File: src/rtl/serial_pkg.sv
// Shared types and constants for the serial pattern transmitter and its detector.
package serial_pkg;

  localparam int unsigned NBITS_DEFAULT = 8;

  typedef enum logic [1:0] {
    IDLE  = 2'd0,
    SHIFT = 2'd1,
    DONE  = 2'd2
  } tx_state_t;

endpackage

File: src/rtl/piso_shreg.sv
// Parallel-in serial-out shift register, MSB out, zero fill; load wins over shift.
module piso_shreg #(
  parameter int unsigned NBITS = 8
) (
  input  logic             clk_2,
  input  logic             reset,
  input  logic             i_load,
  input  logic             i_shift,
  input  logic [NBITS-1:0] i_data,
  output logic             o_msb
);

  logic [NBITS-1:0] r_q;

  always_ff @(posedge clk_2) begin
    if (reset) begin
      r_q <= '0;
    end else if (i_load) begin
      r_q <= i_data;
    end else if (i_shift) begin
      r_q <= {r_q[NBITS-2:0], 1'b0};
    end
  end

  assign o_msb = r_q[NBITS-1];

endmodule

File: src/rtl/serial_pattern_tx.sv
// Serial MSB-first pattern transmitter with repeat and a golden equal-pair flag
// for the two-consecutive-equal-bits detector.
module serial_pattern_tx
  import serial_pkg::*;
#(
  parameter int unsigned NBITS = NBITS_DEFAULT
) (
  input  logic                     clk_2,
  input  logic                     reset,
  input  logic                     start,
  input  logic [NBITS-1:0]         pattern,
  input  logic                     repeat_en,
  output logic                     out_bit,
  output logic                     out_valid,
  output logic                     busy,
  output logic                     done,
  output logic [$clog2(NBITS)-1:0] bit_idx,
  output logic                     expect_pair
);

  localparam int unsigned CW = $clog2(NBITS);

  tx_state_t        r_state;
  tx_state_t        w_state_nxt;
  logic [CW-1:0]    r_cnt;
  logic [CW-1:0]    w_cnt_nxt;
  logic [NBITS-1:0] r_pat_hold;
  logic [NBITS-1:0] w_load_data;
  logic             w_load;
  logic             w_shift;
  logic             w_hold_cap;
  logic             w_msb;
  logic             r_last_bit;
  logic             r_have_last;

  logic             r_out_bit;
  logic             r_out_valid;
  logic             r_busy;
  logic             r_done;
  logic [CW-1:0]    r_bit_idx;
  logic             r_expect_pair;

  piso_shreg #(.NBITS(NBITS)) u_shreg (
    .clk_2   (clk_2),
    .reset   (reset),
    .i_load  (w_load),
    .i_shift (w_shift),
    .i_data  (w_load_data),
    .o_msb   (w_msb)
  );

  always_ff @(posedge clk_2) begin
    if (reset) begin
      r_state <= IDLE;
      r_cnt   <= '0;
    end else begin
      r_state <= w_state_nxt;
      r_cnt   <= w_cnt_nxt;
    end
  end

  // Next-state and shift-register control
  always_comb begin
    w_state_nxt = r_state;
    w_cnt_nxt   = r_cnt;
    w_load      = 1'b0;
    w_shift     = 1'b0;
    w_hold_cap  = 1'b0;
    w_load_data = pattern;
    case (r_state)
      IDLE: begin
        if (start) begin
          w_load      = 1'b1;
          w_hold_cap  = 1'b1;
          w_cnt_nxt   = CW'(NBITS - 1);
          w_state_nxt = SHIFT;
        end
      end
      SHIFT: begin
        w_shift = 1'b1;
        if (r_cnt == '0) begin
          w_state_nxt = DONE;
        end else begin
          w_cnt_nxt = r_cnt - CW'(1);
        end
      end
      DONE: begin
        if (repeat_en) begin
          w_load      = 1'b1;
          w_load_data = r_pat_hold;
          w_cnt_nxt   = CW'(NBITS - 1);
          w_state_nxt = SHIFT;
        end else begin
          w_state_nxt = IDLE;
        end
      end
      default: w_state_nxt = IDLE;
    endcase
  end

  always_ff @(posedge clk_2) begin
    if (reset) begin
      r_pat_hold <= '0;
    end else if (w_hold_cap) begin
      r_pat_hold <= pattern;
    end
  end

  // Pair history; the DONE gap breaks it so repeated bursts start clean
  always_ff @(posedge clk_2) begin
    if (reset) begin
      r_last_bit  <= 1'b0;
      r_have_last <= 1'b0;
    end else if (r_state == SHIFT) begin
      r_last_bit  <= w_msb;
      r_have_last <= 1'b1;
    end else if (r_state == DONE) begin
      r_have_last <= 1'b0;
    end
  end

  always_ff @(posedge clk_2) begin
    if (reset) begin
      r_out_bit     <= 1'b0;
      r_out_valid   <= 1'b0;
      r_busy        <= 1'b0;
      r_done        <= 1'b0;
      r_bit_idx     <= '0;
      r_expect_pair <= 1'b0;
    end else begin
      r_out_bit     <= (r_state == SHIFT) & w_msb;
      r_out_valid   <= (r_state == SHIFT);
      r_busy        <= (r_state == SHIFT) | (r_state == DONE);
      r_done        <= (r_state == DONE);
      r_bit_idx     <= (r_state == SHIFT) ? r_cnt : '0;
      r_expect_pair <= (r_state == SHIFT) & r_have_last & (w_msb == r_last_bit);
    end
  end

  assign out_bit     = r_out_bit;
  assign out_valid   = r_out_valid;
  assign busy        = r_busy;
  assign done        = r_done;
  assign bit_idx     = r_bit_idx;
  assign expect_pair = r_expect_pair;

endmodule

File: config.mk
export PLATFORM = sky130hd
export DESIGN_NAME = serial_pattern_tx
export DESIGN_NICKNAME = d
export VERILOG_FILES = /design/src/rtl/serial_pkg.sv /design/src/rtl/piso_shreg.sv /design/src/rtl/serial_pattern_tx.sv
export SDC_FILE = /design/constraint.sdc
export NUM_CORES = 1
export LEC_CHECK = 0
export CAP_MARGIN = 10
export CORE_ASPECT_RATIO = 1.4
export CORE_MARGIN = 2
export CORE_UTILIZATION = 56
export CTS_BUF_LIST = sky130_fd_sc_hd__clkbuf_4 sky130_fd_sc_hd__clkbuf_8
export DETAILED_ROUTE_END_ITERATION = 16
export GPL_ROUTABILITY_DRIVEN = 0
export PLACE_DENSITY = 0.81
export SYNTH_ARGS = -nofsm -noshare
export SYNTH_HDL_FRONTEND = slang
export SYNTH_SLANG_ARGS = --single-unit
File: constraint.sdc
create_clock -name clk_2 -period 2.2 [get_ports clk_2]
set_input_delay 0.22 -clock clk_2 [delete_from_list [all_inputs] [get_ports clk_2]]
set_output_delay 0.22 -clock clk_2 [all_outputs]
set_load 0.1 [all_outputs]
======== After elaboration in Yosys (flattened, before gate mapping) ========
Index checks and enable logic that the tools add are counted.
W data, S select, Z words.
storage, ports and cells
  flip-flop bits (word level) ............. 31
  input bits .............................. 12
  logic and storage cells ................. 52
cells by class
  add/sub/neg operators ................... 1
  equality and inequality tests ........... 7
  multiplexer cells ....................... 19
  bitwise logic cells ..................... 5
  reductions and logical operators ........ 8
operators with widths
  kind                   count
  $mux W8                4
  $mux W3                3
  $pmux W3 S3            1
  $ne A2 B2 Y1 const B   4
  $mux W1                7
  $pmux W2 S3            1
  $mux W2                2
  $reduce_and A4 Y1      1
  $reduce_bool A2 Y1     2
  $and A1 B1 Y1          3
  $logic_not A3 Y1       1
  $reduce_bool A3 Y1     1
  $sub A3 B1 Y3 const B  1
  $eq A2 B1 Y1 const B   1
  $eq A2 B2 Y1 const B   1
  $logic_not A2 Y1       1
  $pmux W1 S2            1
  $reduce_and A2 Y1      1
  $reduce_or A2 Y1       1
  $eq A1 B1 Y1           1
  $not A1 Y1             1
  $or A1 B1 Y1           1

======== Longest topological paths before layout ========
Gate-level depths: netlist of run 1.
  depth in word-level cells ............... 4
  gate-level depth with buffers ........... 8

======== Modules after synthesis ========
Synthesis of run 1 repeated with hierarchy kept, for this count alone.
second synthesis, totals
  cell total of the unflattened synthesis .. 149
  area total of the unflattened synthesis .. 1438.9 um^2
by module, submodules not included
  module             times used  cells an instance  area each (um^2)
  serial_pattern_tx  1           114                1069.8
  piso_shreg         1           35                 369.1

======== Least setup slack after synthesis of run 1 ========
Ideal clock, no wire load.
  path kind ............................... reg2reg
  start point ............................. reg r_state[0]
  end point ............................... reg u_shreg.r_q[0]
  setup time .............................. 0.132 ns
  arrival ................................. 1.437 ns
  required time ........................... 2.068 ns
  slack ................................... 0.631 ns
  cell stages (with the launch flop) ...... 8
  cells stage by stage .................... dfxtp_1 inv_1 ha_1 buf_6 nand2_1 mux2_2 nand2_1 a21oi_1
between the ends
  word-level cells in the longest chain between the ends .. 3
  elaborated cells on any way between the ends .. 8
ends and longest elaborated chain
  what                                                  RTL line                 RTL
  start, declared                                       serial_pattern_tx.sv:23  tx_state_t r_state;
  start signal, assigned                                serial_pattern_tx.sv:57  r_state <= w_state_nxt;
  $eq A2 B2 Y1 (tied with other cells)                  serial_pattern_tx.sv:70  case (r_state)
  $pmux W1 S2 (tied with other cells)                   serial_pattern_tx.sv:70
  $mux W8 / $reduce_bool A2 Y1 (equally long branches)  -
  end signal, assigned                                  piso_shreg.sv:19         r_q <= i_data;
  end signal, assigned                                  piso_shreg.sv:21         r_q <= {r_q[NBITS-2:0], 1'b0};
  end, declared                                         piso_shreg.sv:13         logic [NBITS-1:0] r_q;
Parallel ways exist; a longest one is shown, timed or not.
A chain may end at the register's enable or synchronous reset.

======== Final worst setup path of run 1 ========
  start point ............................. reg r_state[0]
  end point ............................... reg r_cnt[1]
between the ends
  word-level cells in the longest chain between the ends .. 3
  elaborated cells on any way between the ends .. 9
ends and longest elaborated chain
  what                                                                        RTL line                 RTL
  $eq A2 B1 Y1 (tied with other cells)                                        serial_pattern_tx.sv:70
  $ne A2 B2 Y1 (no source line) / $reduce_bool A3 Y1 (equally long branches)  -
  $reduce_and A4 Y1 (no source line)                                          -
  end signal, assigned                                                        serial_pattern_tx.sv:58  r_cnt <= w_cnt_nxt;
  end, declared                                                               serial_pattern_tx.sv:25  logic [CW-1:0] r_cnt;
Parallel ways exist; a longest one is shown, timed or not.

==> results of run 1 <==
-- per-stage QoR --
stage	hold WS [ns]	instances	power (mW)	cell area, sq um
finish	0.463	215	2.08	1710
global placement	0.441	207	1.69	1630
floorplan	0.367	159	1.55	1450
CTS	0.458	215	2.10	1710
global route	0.484	215	2.23	1710
detailed placement	0.449	207	1.72	1630
-- state kept, by name, indices dropped and copies added, names as in the netlist --
signal and flops:
r_cnt 3, r_state 2, bit_idx 3, busy 1
expect_pair 1, r_last_bit 1, out_bit 1, done 1
out_valid 1, r_pat_hold 8, u_shreg.r_q 8, r_have_last 1
-- cell type report --
type | count | area [sq um] | area share
tap | 34 | 42.5 | 0.0249
sequential | 31 | 621 | 0.364
inverter | 5 | 18.8 | 0.0110
timing repair buffer | 24 | 208 | 0.122
multi-input combinational | 113 | 743 | 0.436
clock buffer | 7 | 65.1 | 0.0382
clock inverter | 1 | 7.51 | 0.00440
-- path summary, 6_finish.rpt --
path                         to     startpoint  slack [ns]  depth (start not counted)
hold / removal    r_pat_hold[3]  r_pat_hold[3]        0.46                          2
hold reg to reg   r_pat_hold[3]  r_pat_hold[3]        0.46                          2
setup / recovery       r_cnt[1]     r_state[0]        0.38                          6
setup reg to reg       r_cnt[1]     r_state[0]        0.38                          6
-- cells in the final DEF, fill, tap and decap left out, types with 2 or more instances in the layout --
cell type / n
nand2_1: 19
a21oi_1: 12
buf_4: 13
and4_1: 2
nand3_1: 15
clkdlybuf4s50_1: 11
nor4_1: 2
a211oi_2: 2
a311oi_1: 7
ha_1: 7
mux2i_1: 3
clkbuf_4: 5
and2b_1: 2
dfxtp_1: 31
and2_1: 4
a211oi_1: 5
nor2_1: 9
nor2b_1: 10
nor3b_1: 2
clkbuf_8: 2
inv_1: 5
-- kinds of logic after synthesis --
group	Yosys count	share of synthesized area
multiplexers	4	0.0286
AND/OR/NAND/NOR	71	0.260
adder cells (fa/ha/maj)	7	0.0606
buffers and inverters	15	0.0563
AO/OA/AOI/OAI	30	0.159
flip-flops	31	0.429
XOR/XNOR	1	0.00606
-- report_power, final --
part           total, mW  switching, mW  internal (mW)
combinational      0.916          0.584          0.332
clock              0.381          0.194          0.187
sequential         0.784         0.0866          0.698
total               2.08          0.865           1.22
-- cell usage after synthesis (2+ instances only) --
cell type	count
a211oi_1	5
a211oi_2	2
a21oi_1	12
a311oi_1	7
and2_1	4
and2b_1	2
and4_1	2
buf_2	2
buf_4	2
buf_6	2
clkbuf_1	4
dfxtp_1	31
ha_1	7
inv_1	5
mux2i_1	3
nand2_1	19
nand3_1	15
nor2_1	9
nor2b_1	10
nor3b_1	2
nor4_1	2
-- worst min-delay path: stages (launching register included) --
cell and delay, ns:
dfxtp_1 0.32, nand2_1 0.05, a21oi_1 0.05
-- metal layers --
layer | global-route usage | share of wire
met1 | 0.217 | 0.40
met2 | 0.399 | 0.55
met3 | 0.0847 | 0.038
met4 | 0.0799 | 0.016
met5 | 0 | 0
==> reports/metrics.cfg, run 1 <==
[setup_path]
cpMaxStageDelayCell=dfxtp_1
worstPathRequired_ns=2.42
cp_cell_sequence=inv_1, ha_1, and2b_1, nor3_2, and4_1, nor4_1
setup.worst_path.end_class=register
crit_type=register to register
critPathBufInv=1
cp_top_family=simple AND/OR/NAND/NOR gates
arrival_ns=2.04
cp_max_fo=12
startpoint_type=register
cpPeakStageDelay_ns=0.39

[cts]
cts.sinks=31
root_buffer=clkbuf_4
cts_hold_buf=0
clk_path_buf_depth=2
ctsHtreeMaxLevel=2
cts_resized=0
insertion_delay_ns=0.34
clk_pin_slew_ns=0.09
post-cts-setup-buffers=0
tritoncts=done
cts_buffers=5

[synth]
ys_seq_elements=31
yosys.area.top_type=dfxtp_1
yosys_warnings=0
syn_avg_cell_area_sq_um=9.09
synth_cell_types=33
synth_fp_nets=178
syn_area_sq_mm=0.00145
yosysSeqAreaShare=0.429
yosys.area.top_type_share=0.429
ys_top_cells_by_area=dfxtp_1 43%, ha_1 6.1%, nand3_1 5.2%, nand2_1 4.9%, nor2b_1 4.3%
synthFlopType=dfxtp_1
async_flop_share=0
synthCells=159
synth_edf_count=0

[global_route]
first_global_vias=1164
grt_remaining_overflow=0
grt_start_max_net_pins=26
grt_use_total=0.223
grt_pass1_wl_microns=4810
antenna_found_initial=0

[layout]
fin_util=0.705
insertedDiodeCount=0
nets=199
fillCellCount=202
area_delta_synth_final_pct=18.0
drive_above_1_share=0.155

[min_path]
min_path_type=register to register

[detailed_routing]
drt-total-wl_microns=2750
dr.pass1.iters=4
postRouteAntennaNets=0
drt_iter0_markers=17
avgViaCountPerCell=5.46
routedWlPerCell_microns=12.8
post-route-drc-count=0
num_vias=1174

[die]
die_h_microns=64.1
die_w_microns=46.9
core_region_area_sq_mm=0.00242
fp-row-count=21
pin_count=20
die_area_sq_mm=0.00301
start_util=0.598

[timing]
max_freq_ghz=0.549
period_minus_slack_ns=1.82
clock_skew_ns=0.0119
hold_viol=0
max-slew-margin-rel=0.464
worst_pin_slew_ns=0.804
setup_viol=0
fin_setup_tns_ns=0
min_period_over_period=0.828
fin_ws_ns=0.378
slew_viol_final=0
rsz0062_at_grt=false

[status]
outcome=finished, final reports clean

[power]
p_leak_nw=0.683
power.density_mw_per_mm2=1220
ir_drop_mv=0.856

[place]
post-place-ws_ns=0.372
portBuffers=19
dp_hpwl_microns=2070

[run]
maxCapViolCount=0

(Power assumes the default switching activity.)
==> run 2: changes to the inputs <==
--- a/config.mk
+++ b/config.mk
@@ -8,11 +8,11 @@
 export CAP_MARGIN = 10
 export CORE_ASPECT_RATIO = 1.4
 export CORE_MARGIN = 2
-export CORE_UTILIZATION = 56
+export CORE_UTILIZATION = 50
 export CTS_BUF_LIST = sky130_fd_sc_hd__clkbuf_4 sky130_fd_sc_hd__clkbuf_8
 export DETAILED_ROUTE_END_ITERATION = 16
 export GPL_ROUTABILITY_DRIVEN = 0
-export PLACE_DENSITY = 0.81
+export PLACE_DENSITY = 0.77
 export SYNTH_ARGS = -nofsm -noshare
 export SYNTH_HDL_FRONTEND = slang
 export SYNTH_SLANG_ARGS = --single-unit
==> constraint.sdc (replaced) <==
create_clock -name clk_2 -period 1.5 [get_ports clk_2]
set_input_delay 0.15 -clock clk_2 [delete_from_list [all_inputs] [get_ports clk_2]]
set_output_delay 0.15 -clock clk_2 [all_outputs]
set_load 0.1 [all_outputs]
==> run 2 against run 1 <==
  * Die area rose by 11%
  * Setup slack got worse by 0.37 ns
  * First-iteration DRC count rose by 110%
==> reports/metrics.cfg, run 2 (synthesis results as in run 1) <==
[layout]
area_delta_synth_final_pct=46.1  ; was 18.0%
multi_input_area_sq_um=866  ; was 743 sq um
final_cell_mix=29 x dfxtp_1, 17 x nand2_1, 15 x nand3_1  ; was 31 x dfxtp_1, 19 x nand2_1, 15 x nand3_1
drive_above_1_share=0.313  ; was 0.155
fillCellCount=202  ; unchanged
fin_cells=232  ; was 215
largest_registers=r_pat_hold (8), u_shreg.r_q (8)  ; unchanged
insertedDiodeCount=0  ; unchanged
nets=213  ; was 199
regArea_sq_um=626  ; was 621 sq um
final_common_cell=dfxtp_1  ; unchanged

[timing]
whs_ns=0.457  ; was 0.463 ns
slew_viol_final=0  ; unchanged
fin_ws_ns=0.00665  ; was 0.378 ns
fin_setup_tns_ns=0  ; unchanged
max_freq_ghz=0.670  ; was 0.549 GHz
setup_viol=0  ; unchanged
hold_viol=0  ; unchanged
worst_pin_slew_ns=0.273  ; was 0.804 ns
max-slew-margin-rel=0.816  ; was 0.464
min_period_over_period=0.996  ; was 0.828
rsz0062_at_grt=true  ; was false
period_minus_slack_ns=1.49  ; was 1.82 ns
clock_skew_ns=0.00682  ; was 0.0119 ns

[global_route]
grt_use_total=0.226  ; was 0.223
antenna_found_initial=0  ; unchanged
grt_pass1_wl_microns=5600  ; was 4810 microns
grt_remaining_overflow=0  ; unchanged
first_global_vias=1221  ; was 1,164
grt_start_max_net_pins=26  ; unchanged

[detailed_routing]
num_vias=1279  ; was 1,174
post-route-drc-count=0  ; unchanged
dr.pass1.iters=4  ; unchanged
postRouteAntennaNets=0  ; unchanged
routedWlPerCell_microns=14.4  ; was 12.8 microns
drt-total-wl_microns=3340  ; was 2750 microns
drt_iter0_markers=35  ; was 17
avgViaCountPerCell=5.51  ; was 5.46

[setup_path]
cpMaxStageDelayCell=or3b_1  ; was dfxtp_1
arrival_ns=1.72  ; was 2.04 ns
cpPeakStageDelay_ns=0.37  ; was 0.39 ns
crit_type=register to register  ; unchanged
startpoint_type=register  ; unchanged
cp_cell_sequence=inv_4, ha_4, a31oi_4, nor2_4, or3b_1, a21oi_2  ; was inv_1, ha_1, and2b_1, nor3_2, and4_1, nor4_1
worstPathRequired_ns=1.72  ; was 2.42 ns
setup.worst_path.end_class=register  ; unchanged
cp_max_fo=4  ; was 12

[place]
dp_hpwl_microns=2250  ; was 2070 microns
portBuffers=19  ; unchanged
post-place-ws_ns=-0.103  ; was 0.372 ns
placed_cells=220  ; was 207

[cts]
clk_pin_slew_ns=0.07  ; was 0.09 ns
ctsHtreeMaxLevel=2  ; unchanged
clk_path_buf_depth=2  ; unchanged
root_buffer=clkbuf_8  ; was clkbuf_4
insertion_delay_ns=0.29  ; was 0.34 ns
cts.sinks=31  ; unchanged
cts_hold_buf=0  ; unchanged
tritoncts=done  ; unchanged
cts_buffers=5  ; unchanged

[die]
start_util=0.512  ; was 0.598
die_area_sq_mm=0.00334  ; was 0.00301 sq mm
pin_count=20  ; unchanged
core_region_area_sq_mm=0.00282  ; was 0.00242 sq mm
die_w_microns=49.4  ; was 46.9 microns
die_h_microns=67.6  ; was 64.1 microns
fp-row-count=23  ; was 21

[power]
ir_drop_mv=1.21  ; was 0.856 mV
power.density_mw_per_mm2=1890  ; was 1220 mW/mm^2
p_leak_nw=0.821  ; was 0.683 nW
power_mw=3.98  ; was 2.08 mW

[run]
maxCapViolCount=0  ; unchanged

[status]
outcome=finished, final reports clean  ; unchanged

[min_path]
min_path_type=register to register  ; unchanged

## run 2: worst max-delay path, delay by kind of cell (launching register included)
kind / cells / cell delay (ns)
simple gates: 2 / 0.44
compound gates: 2 / 0.39
flops: 1 / 0.36
fa+ha+maj: 1 / 0.18
buf+inv: 1 / 0.07
## run 2: routing by layer
layer / share of wire / global-route usage
met1: 0.38 / 0.230
met2: 0.54 / 0.424
met3: 0.049 / 0.0487
met4: 0.028 / 0.135
met5: 0 / 0
## run 2: stage by stage
step | instance area (sq um) | utilization
floorplan | 1460 | -
global placement | 1840 | 0.652
detailed placement | 1840 | 0.652
CTS | 2030 | 0.720
global route | 2110 | 0.749
finish | 2110 | 0.749
## run 2: timing repair
item,4_1_cts,5_1_grt
gates resized for setup,13,16
hold endpoints to repair,0,0
endpoints found under the setup margin,4,10
setup buffers,2,1
cloned,1,0
pin swaps,8,17
## run 2: report_power, final
part,internal [mW],leakage (nW),switching (mW)
Combinational,0.882,0.504,1.06
Clock,0.537,0.0612,0.306
Sequential,1.03,0.256,0.164
Total,2.45,0.821,1.53
## run 2: path summary, 6_finish.rpt
kind,start,endpoint,slack [ns],depth (start not counted)
max reg2reg,r_state[0],u_shreg.r_q[0],0.007,6
min reg2reg,r_pat_hold[3],r_pat_hold[3],0.46,2
max,r_state[0],u_shreg.r_q[0],0.007,6
min,r_pat_hold[3],r_pat_hold[3],0.46,2
## run 2: cell type report
class | count | share of cell area
Clock buffer | 6 | 0.0391
Tap cell | 37 | 0.0219
Clock inverter | 2 | 0.0166
Multi-Input combinational cell | 114 | 0.410
Inverter | 5 | 0.0113
Timing Repair Buffer | 37 | 0.205
Sequential cell | 31 | 0.296
